[config.mk]
export PLATFORM = sky130hd
export DESIGN_NAME = adder_tree_operand_loader
export DESIGN_NICKNAME = d
export VERILOG_FILES = /design/src/rtl/adder_tree_pkg.sv /design/src/rtl/adder_tree_out_slot.sv /design/src/rtl/adder_tree_operand_loader.sv
export SDC_FILE = /design/constraint.sdc
export NUM_CORES = 1
export LEC_CHECK = 0
export ABC_AREA = 0
export BUFFER_PORTS_ARGS = -buffer_cell sky130_fd_sc_hd__buf_2
export CORE_UTILIZATION = 30
export DETAILED_ROUTE_END_ITERATION = 7
export HOLD_SLACK_MARGIN = 0.05
export PLACE_DENSITY = 0.58
export SLEW_MARGIN = 20
export SYNTH_ARGS = -nofsm -noshare
export SYNTH_HDL_FRONTEND = slang
export SYNTH_SLANG_ARGS = --single-unit
[constraint.sdc]
create_clock -name clk -period 2.3 [get_ports clk]
set_input_delay 0.46 -clock clk [delete_from_list [all_inputs] [get_ports clk]]
set_output_delay 0.46 -clock clk [all_outputs]
set_load 0.02 [all_outputs]
[src/rtl/adder_tree_pkg.sv]
// adder_tree_pkg: shared widths, leaf count helper and loader state type
// for the adder-tree operand loader.
package adder_tree_pkg;

  localparam int ADDER_WIDTH_DEFAULT = 21;
  localparam int LEVELS_DEFAULT      = 3;

  function automatic int num_leaves(input int levels);
    return 1 << levels;
  endfunction

  typedef enum logic {
    FILL = 1'b0,
    HOLD = 1'b1
  } loader_state_e;

endpackage

[src/rtl/adder_tree_out_slot.sv]
// adder_tree_out_slot: output batch register with valid/ready hold
// and a wrapping delivered-batch counter.
module adder_tree_out_slot #(
  parameter int DW = 168
) (
  input  logic          clk,
  input  logic          rst_n,
  input  logic          load_i,
  input  logic [DW-1:0] data_i,
  input  logic          ready_i,
  output logic          valid_o,
  output logic [DW-1:0] data_o,
  output logic [15:0]   cnt_o,
  output logic          free_o
);

  logic          valid_q, valid_d;
  logic [DW-1:0] data_q, data_d;
  logic [15:0]   cnt_q, cnt_d;
  logic          fire;

  assign fire    = valid_q && ready_i;
  assign free_o  = !valid_q || ready_i;
  assign valid_o = valid_q;
  assign data_o  = data_q;
  assign cnt_o   = cnt_q;

  // load wins over consume so a same-edge hand-over keeps valid high
  always_comb begin
    valid_d = valid_q;
    data_d  = data_q;
    cnt_d   = cnt_q;
    if (fire) begin
      valid_d = 1'b0;
      cnt_d   = cnt_q + 16'd1;
    end
    if (load_i) begin
      valid_d = 1'b1;
      data_d  = data_i;
    end
  end

  always_ff @(posedge clk or negedge rst_n) begin
    if (!rst_n) begin
      valid_q <= 1'b0;
      data_q  <= '0;
      cnt_q   <= '0;
    end else begin
      valid_q <= valid_d;
      data_q  <= data_d;
      cnt_q   <= cnt_d;
    end
  end

endmodule

[src/rtl/adder_tree_operand_loader.sv]
// adder_tree_operand_loader: packs 2**LEVELS serial beats into one leaf vector.
// Optional early batch close with zero padding: ADDER_TREE_LOADER_FLUSH_EN.
module adder_tree_operand_loader
  import adder_tree_pkg::*;
#(
  parameter int WIDTH  = ADDER_WIDTH_DEFAULT,
  parameter int LEVELS = LEVELS_DEFAULT
) (
  input  logic                                  clk,
  input  logic                                  rst_n,
  input  logic [WIDTH-1:0]                      in_data,
  input  logic                                  in_valid,
`ifdef ADDER_TREE_LOADER_FLUSH_EN
  input  logic                                  in_last,
`endif
  output logic                                  in_ready,
  output logic [num_leaves(LEVELS)*WIDTH-1:0]   out_data,
  output logic                                  out_valid,
  input  logic                                  out_ready,
  output logic [15:0]                           batch_cnt
);

  localparam int N  = num_leaves(LEVELS);
  localparam int DW = N * WIDTH;
  localparam logic [LEVELS-1:0] LAST_IDX = LEVELS'(N - 1);

  loader_state_e     state_q, state_d;
  logic [LEVELS-1:0] idx_q, idx_d;
  logic [DW-1:0]     fill_q, fill_d;
  logic [DW-1:0]     batch;
  logic [DW-1:0]     load_data;
  logic              last_beat;
  logic              load;
  logic              slot_free;

`ifdef ADDER_TREE_LOADER_FLUSH_EN
  assign last_beat = (idx_q == LAST_IDX) || in_last;
`else
  assign last_beat = (idx_q == LAST_IDX);
`endif

  // fill register as it would look with the current beat merged in
  always_comb begin
    batch = fill_q;
    for (int k = 0; k < N; k++) begin
      if (LEVELS'(k) == idx_q)
        batch[k*WIDTH +: WIDTH] = in_data;
`ifdef ADDER_TREE_LOADER_FLUSH_EN
      else if (in_last && (LEVELS'(k) > idx_q))
        batch[k*WIDTH +: WIDTH] = '0;
`endif
    end
  end

  always_comb begin
    state_d   = state_q;
    idx_d     = idx_q;
    fill_d    = fill_q;
    in_ready  = 1'b0;
    load      = 1'b0;
    load_data = batch;
    unique case (state_q)
      FILL: begin
        in_ready = 1'b1;
        if (in_valid) begin
          fill_d = batch;
          idx_d  = idx_q + LEVELS'(1);
          if (last_beat) begin
            idx_d = '0;
            if (slot_free) load = 1'b1;
            else           state_d = HOLD;
          end
        end
      end
      HOLD: begin
        load_data = fill_q;
        if (slot_free) begin
          load    = 1'b1;
          idx_d   = '0;
          state_d = FILL;
        end
      end
    endcase
  end

  always_ff @(posedge clk or negedge rst_n) begin
    if (!rst_n) begin
      state_q <= FILL;
      idx_q   <= '0;
      fill_q  <= '0;
    end else begin
      state_q <= state_d;
      idx_q   <= idx_d;
      fill_q  <= fill_d;
    end
  end

  adder_tree_out_slot #(
    .DW (DW)
  ) u_slot (
    .clk     (clk),
    .rst_n   (rst_n),
    .load_i  (load),
    .data_i  (load_data),
    .ready_i (out_ready),
    .valid_o (out_valid),
    .data_o  (out_data),
    .cnt_o   (batch_cnt),
    .free_o  (slot_free)
  );

endmodule

Yosys cells after proc, flatten, opt, wreduce, memory -nomap -nowiden
Index checks and enable logic that the tools add are counted.

Register bits after elaboration: 357. Input port bits: 25. Output and inout port bits: 186. Word-level logic and storage cells: 50.

Add/subtract/negate cells: 2. Eq/ne operators: 10. Mux-type cells: 24. Bitwise operators: 1. Reductions and logical operators: 7.

Operators with widths (number): $mux 168 (1); $mux 21 (8); $add 16x1->16 const B (1); $eq 3x3->1 const A (4); $mux 1 (9); $mux 3 (3); $eq 2x3->1 const A (2); $pmux 3 s2 (1); $pmux 1 s2 (2); $reduce_and 2->1 (2); $add 3x1->3 const B (1); $eq 1x3->1 const A (1); $eq 3x3->1 const B (1); $logic_not 3->1 (1); $ne 2x1->1 const B (1); $ne 2x2->1 const B (1); $reduce_bool 2->1 (1); $logic_and 1x1->1 (1); $logic_not 1->1 (1); $logic_or 1x1->1 (1); $not 1->1 (1).

Logic depth before layout (Yosys ltp)
Word-level depth: 7. Gate-level depth with buffers: 9. Gate-level depth less buffers: 6.

By module
Synthesis repeated with hierarchy kept, for this count alone.

Cells, all modules: 1031. Area, all modules: 15776.4 µm².

By module, submodules not included: adder_tree_operand_loader (instances 1, cells each 614, area each 8737.1 µm², seq. area each 4304.1 µm²); adder_tree_out_slot (instances 1, cells each 417, area each 7039.3 µm², seq. area each 4629.4 µm²).

Least setup slack after synthesis
No wires, ideal clock.

Kind: register to register. Start point: register idx_q[0]. End point: register fill_q[147]. Setup time: 0.125 ns. Arrival: 1.711 ns. Data required time: 2.175 ns. Path slack: 0.464 ns. Cell stages (with the launch flop): 8. Buffers on the path: 2. Period minus slack after synthesis: 1.836 ns. Cell sequence: dfrtp_1 -> ha_1 -> ha_1 -> nor2b_1 -> buf_2 -> nand2_1 -> buf_2 -> mux2_2.

Word-level cells in the longest chain between the ends: 2.

Ends and longest elaborated chain: from (decl) (RTL line adder_tree_operand_loader.sv:28) `logic [LEVELS-1:0] idx_q, idx_d;`; from (signal assigned) (RTL line adder_tree_operand_loader.sv:93) `idx_q <= idx_d;`; $eq 3x3->1 (RTL line adder_tree_operand_loader.sv:46) `if (LEVELS'(k) == idx_q)`; $mux 21 (RTL line adder_tree_operand_loader.sv:46); to (signal assigned) (RTL line adder_tree_operand_loader.sv:94) `fill_q <= fill_d;`; to (decl) (RTL line adder_tree_operand_loader.sv:29) `logic [DW-1:0] fill_q, fill_d;`.

No other way between the ends. A chain may end at the register's enable or synchronous reset.

Final worst setup path
Start point: register idx_q[0]. End point: register u_slot.data_q[114], in the netlist u_slot.data_o[114].

Word-level cells in the longest chain between the ends: 4. Elaborated cells between the ends (all ways): 7. Classes of those cells: 2 x eq/ne; 5 x mux.

Ends and longest elaborated chain: $eq 3x3->1 (RTL line adder_tree_operand_loader.sv:39) `assign last_beat = (idx_q == LAST_IDX);`; $mux 1 (RTL line adder_tree_operand_loader.sv:68) `if (last_beat) begin`; $mux 1 (RTL line adder_tree_operand_loader.sv:65) `if (in_valid) begin`; $pmux 1 s2 (RTL line adder_tree_operand_loader.sv:62) `unique case (state_q)`; to (signal assigned) (RTL line adder_tree_out_slot.sv:50) `data_q <= data_d;`; to (decl) (RTL line adder_tree_out_slot.sv:18) `logic [DW-1:0] data_q, data_d;`.

Several ways; a longest one is shown, not always the timed one.

==> qor.yml <==
outcome: "completed"
worst_path_most_repeated_cell: "sky130_fd_sc_hd__ha_1"
core_area_mm2: 0.0493
critPathKind: "reg2reg"
drv_slew: 0
cts_tree: "done"
leakage_nw: 9.07
overflow: 0
fin_total_pwr_w: 0.0262
port_buffers: 210
drt_iter0_drc: 441
drive_gt1_share_pct: 34.5
yosysWarningCount: 0
maxCapViolCount: 0
fmax_ghz: 0.477
power.switching_fraction_pct: 34.6
min_period_over_period_pct: 91.2
ir_worst_vdd_uv: 517
hp-class: "in2reg"
detail_placement_hpwl_mm: 24.7
gpl.final_weighted_congestion: 0.748
cts.root.buffer_cell: "sky130_fd_sc_hd__clkbuf_16"
p_int_w: 0.0171
max-slew-margin-rel_pct: 61.6
mappedNetlistArea_mm2: 0.0151
cp_data_required_time_ns: 2.70
initial_antenna_violation_count: 0
path_delay_family: "adder cells"
antenna_cells: 0
power_density_mw_per_mm2: 1420
post_synthesis_sequential_area_ratio_pct: 59.2
synth_top_cell_area_share_pct: 59.2
std_cell_rows: 81
postSynthNetCount: 1242
postCtsSetupRepairBufs: 0
detailroute.via_count: 9637
path_cells: "ha_1, ha_1, a21oi_2, nand2b_4, buf_12, o21ai_0"
power_switching_w: 0.00908
routed_via_density: 4.58
synthFlopType: "sky130_fd_sc_hd__dfrtp_1"
first_global_vias: 9867
crit_path_top_delay_cell: "sky130_fd_sc_hd__dfrtp_1"
layout-area-overhead-vs-synth_pct: 22.1
hold_viol_final: 0
cp-end-kind: "flip-flop"
critPathMaxFanout: 132
worstSkewPairLatency_ns: 0.56
fillCellCount: 4848
synth_top_cell_by_area: "sky130_fd_sc_hd__dfrtp_1"
share_of_power_burned_in_the_clock_network_pct: 26.1
syn_area_cell_um2: 12.5
synth_async_sr_flop_share_pct: 100
yosys.cell_types.count: 33
grt_first_pass_wirelength_mm: 57.5
rsz0062_at_grt: "no"
clockBufferDepth: 3
initial_core_util_pct: 30.6
grt_util_all_layers_pct: 14.7
fin_skew_ns: 0.0190
cp_slowest_stage_delay_ns: 0.43
sequential_power_share_pct: 40.3
cts-htree-levels: 2
floorplan.die_area_mm2: 0.0512
drc_errors: 0
grt_start_max_net_pins: 133
final_nets: 1440
critical_path.startpoint_type: "flip-flop"
worstPathBufferInverterCount: 1
final.min_clock_period_ns: 2.10
cts.sink_count: 357
cts.clk_slew.worst_paths_ns: 0.06
final.setup.tns_ns: 0
synth.area.top_cells: "sky130_fd_sc_hd__dfrtp_1 59%, sky130_fd_sc_hd__mux2_2 12%, sky130_fd_sc_hd__mux2i_1 11%, sky130_fd_sc_hd__nand2_1 4.6%, sky130_fd_sc_hd__o21ai_0 3.4%"
finalSetupViolCount: 0
worst_slew_pin_slew_ns: 0.571
synth-edff-count: 0
die-height_um: 226
io-pin-count: 211
route.detailed.wl_per_inst_um: 17.7
detail-route-antenna-nets: 0
detail_route.first_pass.iterations: 7
ys_seq_elements: 357
dieWidth_um: 226
comb_power_share_pct: 33.7
wl_mm: 37.2
postSynthCellCount: 1210
clock_buffers_created_by_tritoncts: 42
critical_path_arrival_ns: 2.50
-- logic make-up after synthesis --
family          Yosys count  share of synthesized area [%]
flops                   357                           59.2
xor+xnor                 15                          0.871
simple gates            219                           5.96
mux                     338                           23.8
compound gates          173                           5.79
buf+inv                 101                           3.76
fa+ha+maj                 7                          0.580
-- worst paths after layout --
kind | start | end | slack (ns) | cells after the start
min reg2reg | u_slot.data_o[18]$_DFFE_PN0P_ | u_slot.data_o[18]$_DFFE_PN0P_ | 0.48 | 2
max reg2reg | idx_q[0]$_DFFE_PN0P_ | u_slot.data_o[114]$_DFFE_PN0P_ | 0.20 | 6
min | out_ready | u_slot.cnt_o[2]$_DFFE_PN0P_ | 0.24 | 3
max | idx_q[0]$_DFFE_PN0P_ | u_slot.data_o[114]$_DFFE_PN0P_ | 0.20 | 6
min in group asynchronous | rst_n | fill_q[73]$_DFFE_PN0P_ | 0.46 | 2
max in group asynchronous | rst_n | u_slot.data_o[43]$_DFFE_PN0P_ | 1.03 | 4
-- area by class of cell --
cell class | instances | area [um2] | area share (%)
sequential | 357 | 8930 | 48.5
multi-input combinational | 752 | 5620 | 30.5
timing repair buffer | 250 | 1580 | 8.56
clock buffer | 60 | 1260 | 6.84
tap | 664 | 831 | 4.51
clock inverter | 15 | 181 | 0.985
inverter | 5 | 21.3 | 0.115
-- registers in the layout, summed over array words and instances (netlist names) --
register        cells
u_slot.valid_o      1
u_slot.data_o     168
state_q             1
fill_q            168
u_slot.cnt_o       16
idx_q               3
-- cells in the mapped netlist, drive strengths merged, types with 3 or more instances --
library cell / instances
mux2i: 169
nor2: 4
nand2: 185
ha: 7
and3: 6
inv: 5
xnor2: 10
dfrtp: 357
o21ai: 169
clkbuf: 37
mux2: 169
xor2: 5
nand3: 11
buf: 59
nor3: 4
nor2b: 3
-- metal layers --
layer | GRT usage, % | routed length, um | share of wire (%) | vias up
met5 | 0 | 0 | 0 | -
met4 | 4.62 | 853 | 2.3 | 0
met3 | 3.55 | 1840 | 4.9 | 54
met2 | 23.7 | 17400 | 47 | 179
met1 | 19.4 | 17200 | 46 | 4848
li1 | - | - | - | 4556
-- repair_timing --
action	4_1_cts	5_1_grt
endpoints found under the hold margin	41	0
setup endpoints to repair	0	0
gates resized for setup	0	0
hold buffers	1	0
-- worst min-delay path, cell delays in order --
cell and delay, ns:
sky130_fd_sc_hd__buf_2 0.13, sky130_fd_sc_hd__nand3_1 0.09, sky130_fd_sc_hd__xnor2_1 0.06
-- cells in the final DEF, fill, tap and decap left out, types with 2 or more instances in the layout --
master	synthesis	routed
sky130_fd_sc_hd__dfrtp_1	357	357
sky130_fd_sc_hd__and3_2	0	2
sky130_fd_sc_hd__nor3_2	0	2
sky130_fd_sc_hd__nand2_1	185	184
sky130_fd_sc_hd__o21ai_0	103	103
sky130_fd_sc_hd__inv_6	0	2
sky130_fd_sc_hd__and3_1	6	4
sky130_fd_sc_hd__xnor2_1	10	10
sky130_fd_sc_hd__clkbuf_16	0	43
sky130_fd_sc_hd__nand4_1	2	2
sky130_fd_sc_hd__xor2_1	5	5
sky130_fd_sc_hd__o21ai_1	66	66
sky130_fd_sc_hd__nand3_1	11	10
sky130_fd_sc_hd__mux2i_1	169	169
sky130_fd_sc_hd__clkinvlp_4	0	2
sky130_fd_sc_hd__clkinv_4	0	5
sky130_fd_sc_hd__buf_4	25	22
sky130_fd_sc_hd__buf_12	0	17
sky130_fd_sc_hd__mux2_1	5	5
sky130_fd_sc_hd__clkbuf_1	32	5
sky130_fd_sc_hd__nor3_1	4	2
sky130_fd_sc_hd__clkinv_2	0	3
sky130_fd_sc_hd__clkbuf_8	0	12
sky130_fd_sc_hd__mux2_2	164	164
sky130_fd_sc_hd__ha_1	7	7
sky130_fd_sc_hd__inv_1	4	4
sky130_fd_sc_hd__nor2b_4	1	2
sky130_fd_sc_hd__nor2_1	4	4
sky130_fd_sc_hd__buf_2	27	209
sky130_fd_sc_hd__bufinv_16	0	3
-- power by group through the flow --
stage	registers (W)	clock network [W]	logic, W
2_1_floorplan	0.0118	0	0.00469
3_3_place_gp	0.0106	0	0.00882
3_5_place_dp	0.0107	0	0.00897
4_1_cts	0.0106	0.00709	0.00901
5_1_grt	0.0109	0.00731	0.00972
6_report	0.0105	0.00683	0.00882
-- metrics by stage --
stage | cells | area (um2) | util (%) | setup WS [ns] | hold slack [ns]
2_1_floorplan | 1210 | 15100 | - | 0.464 | 0.164
6_report | 2103 | 18400 | 37.4 | 0.202 | 0.240
3_5_place_dp | 2027 | 17000 | 34.5 | 0.237 | 0.460
5_1_grt | 2103 | 18400 | 37.4 | 0.0359 | 0.224
3_3_place_gp | 2027 | 17000 | 34.5 | 0.340 | 0.452
4_1_cts | 2103 | 18400 | 37.4 | 0.206 | 0.200
No activity file was read; power rests on OpenSTA's default activity.
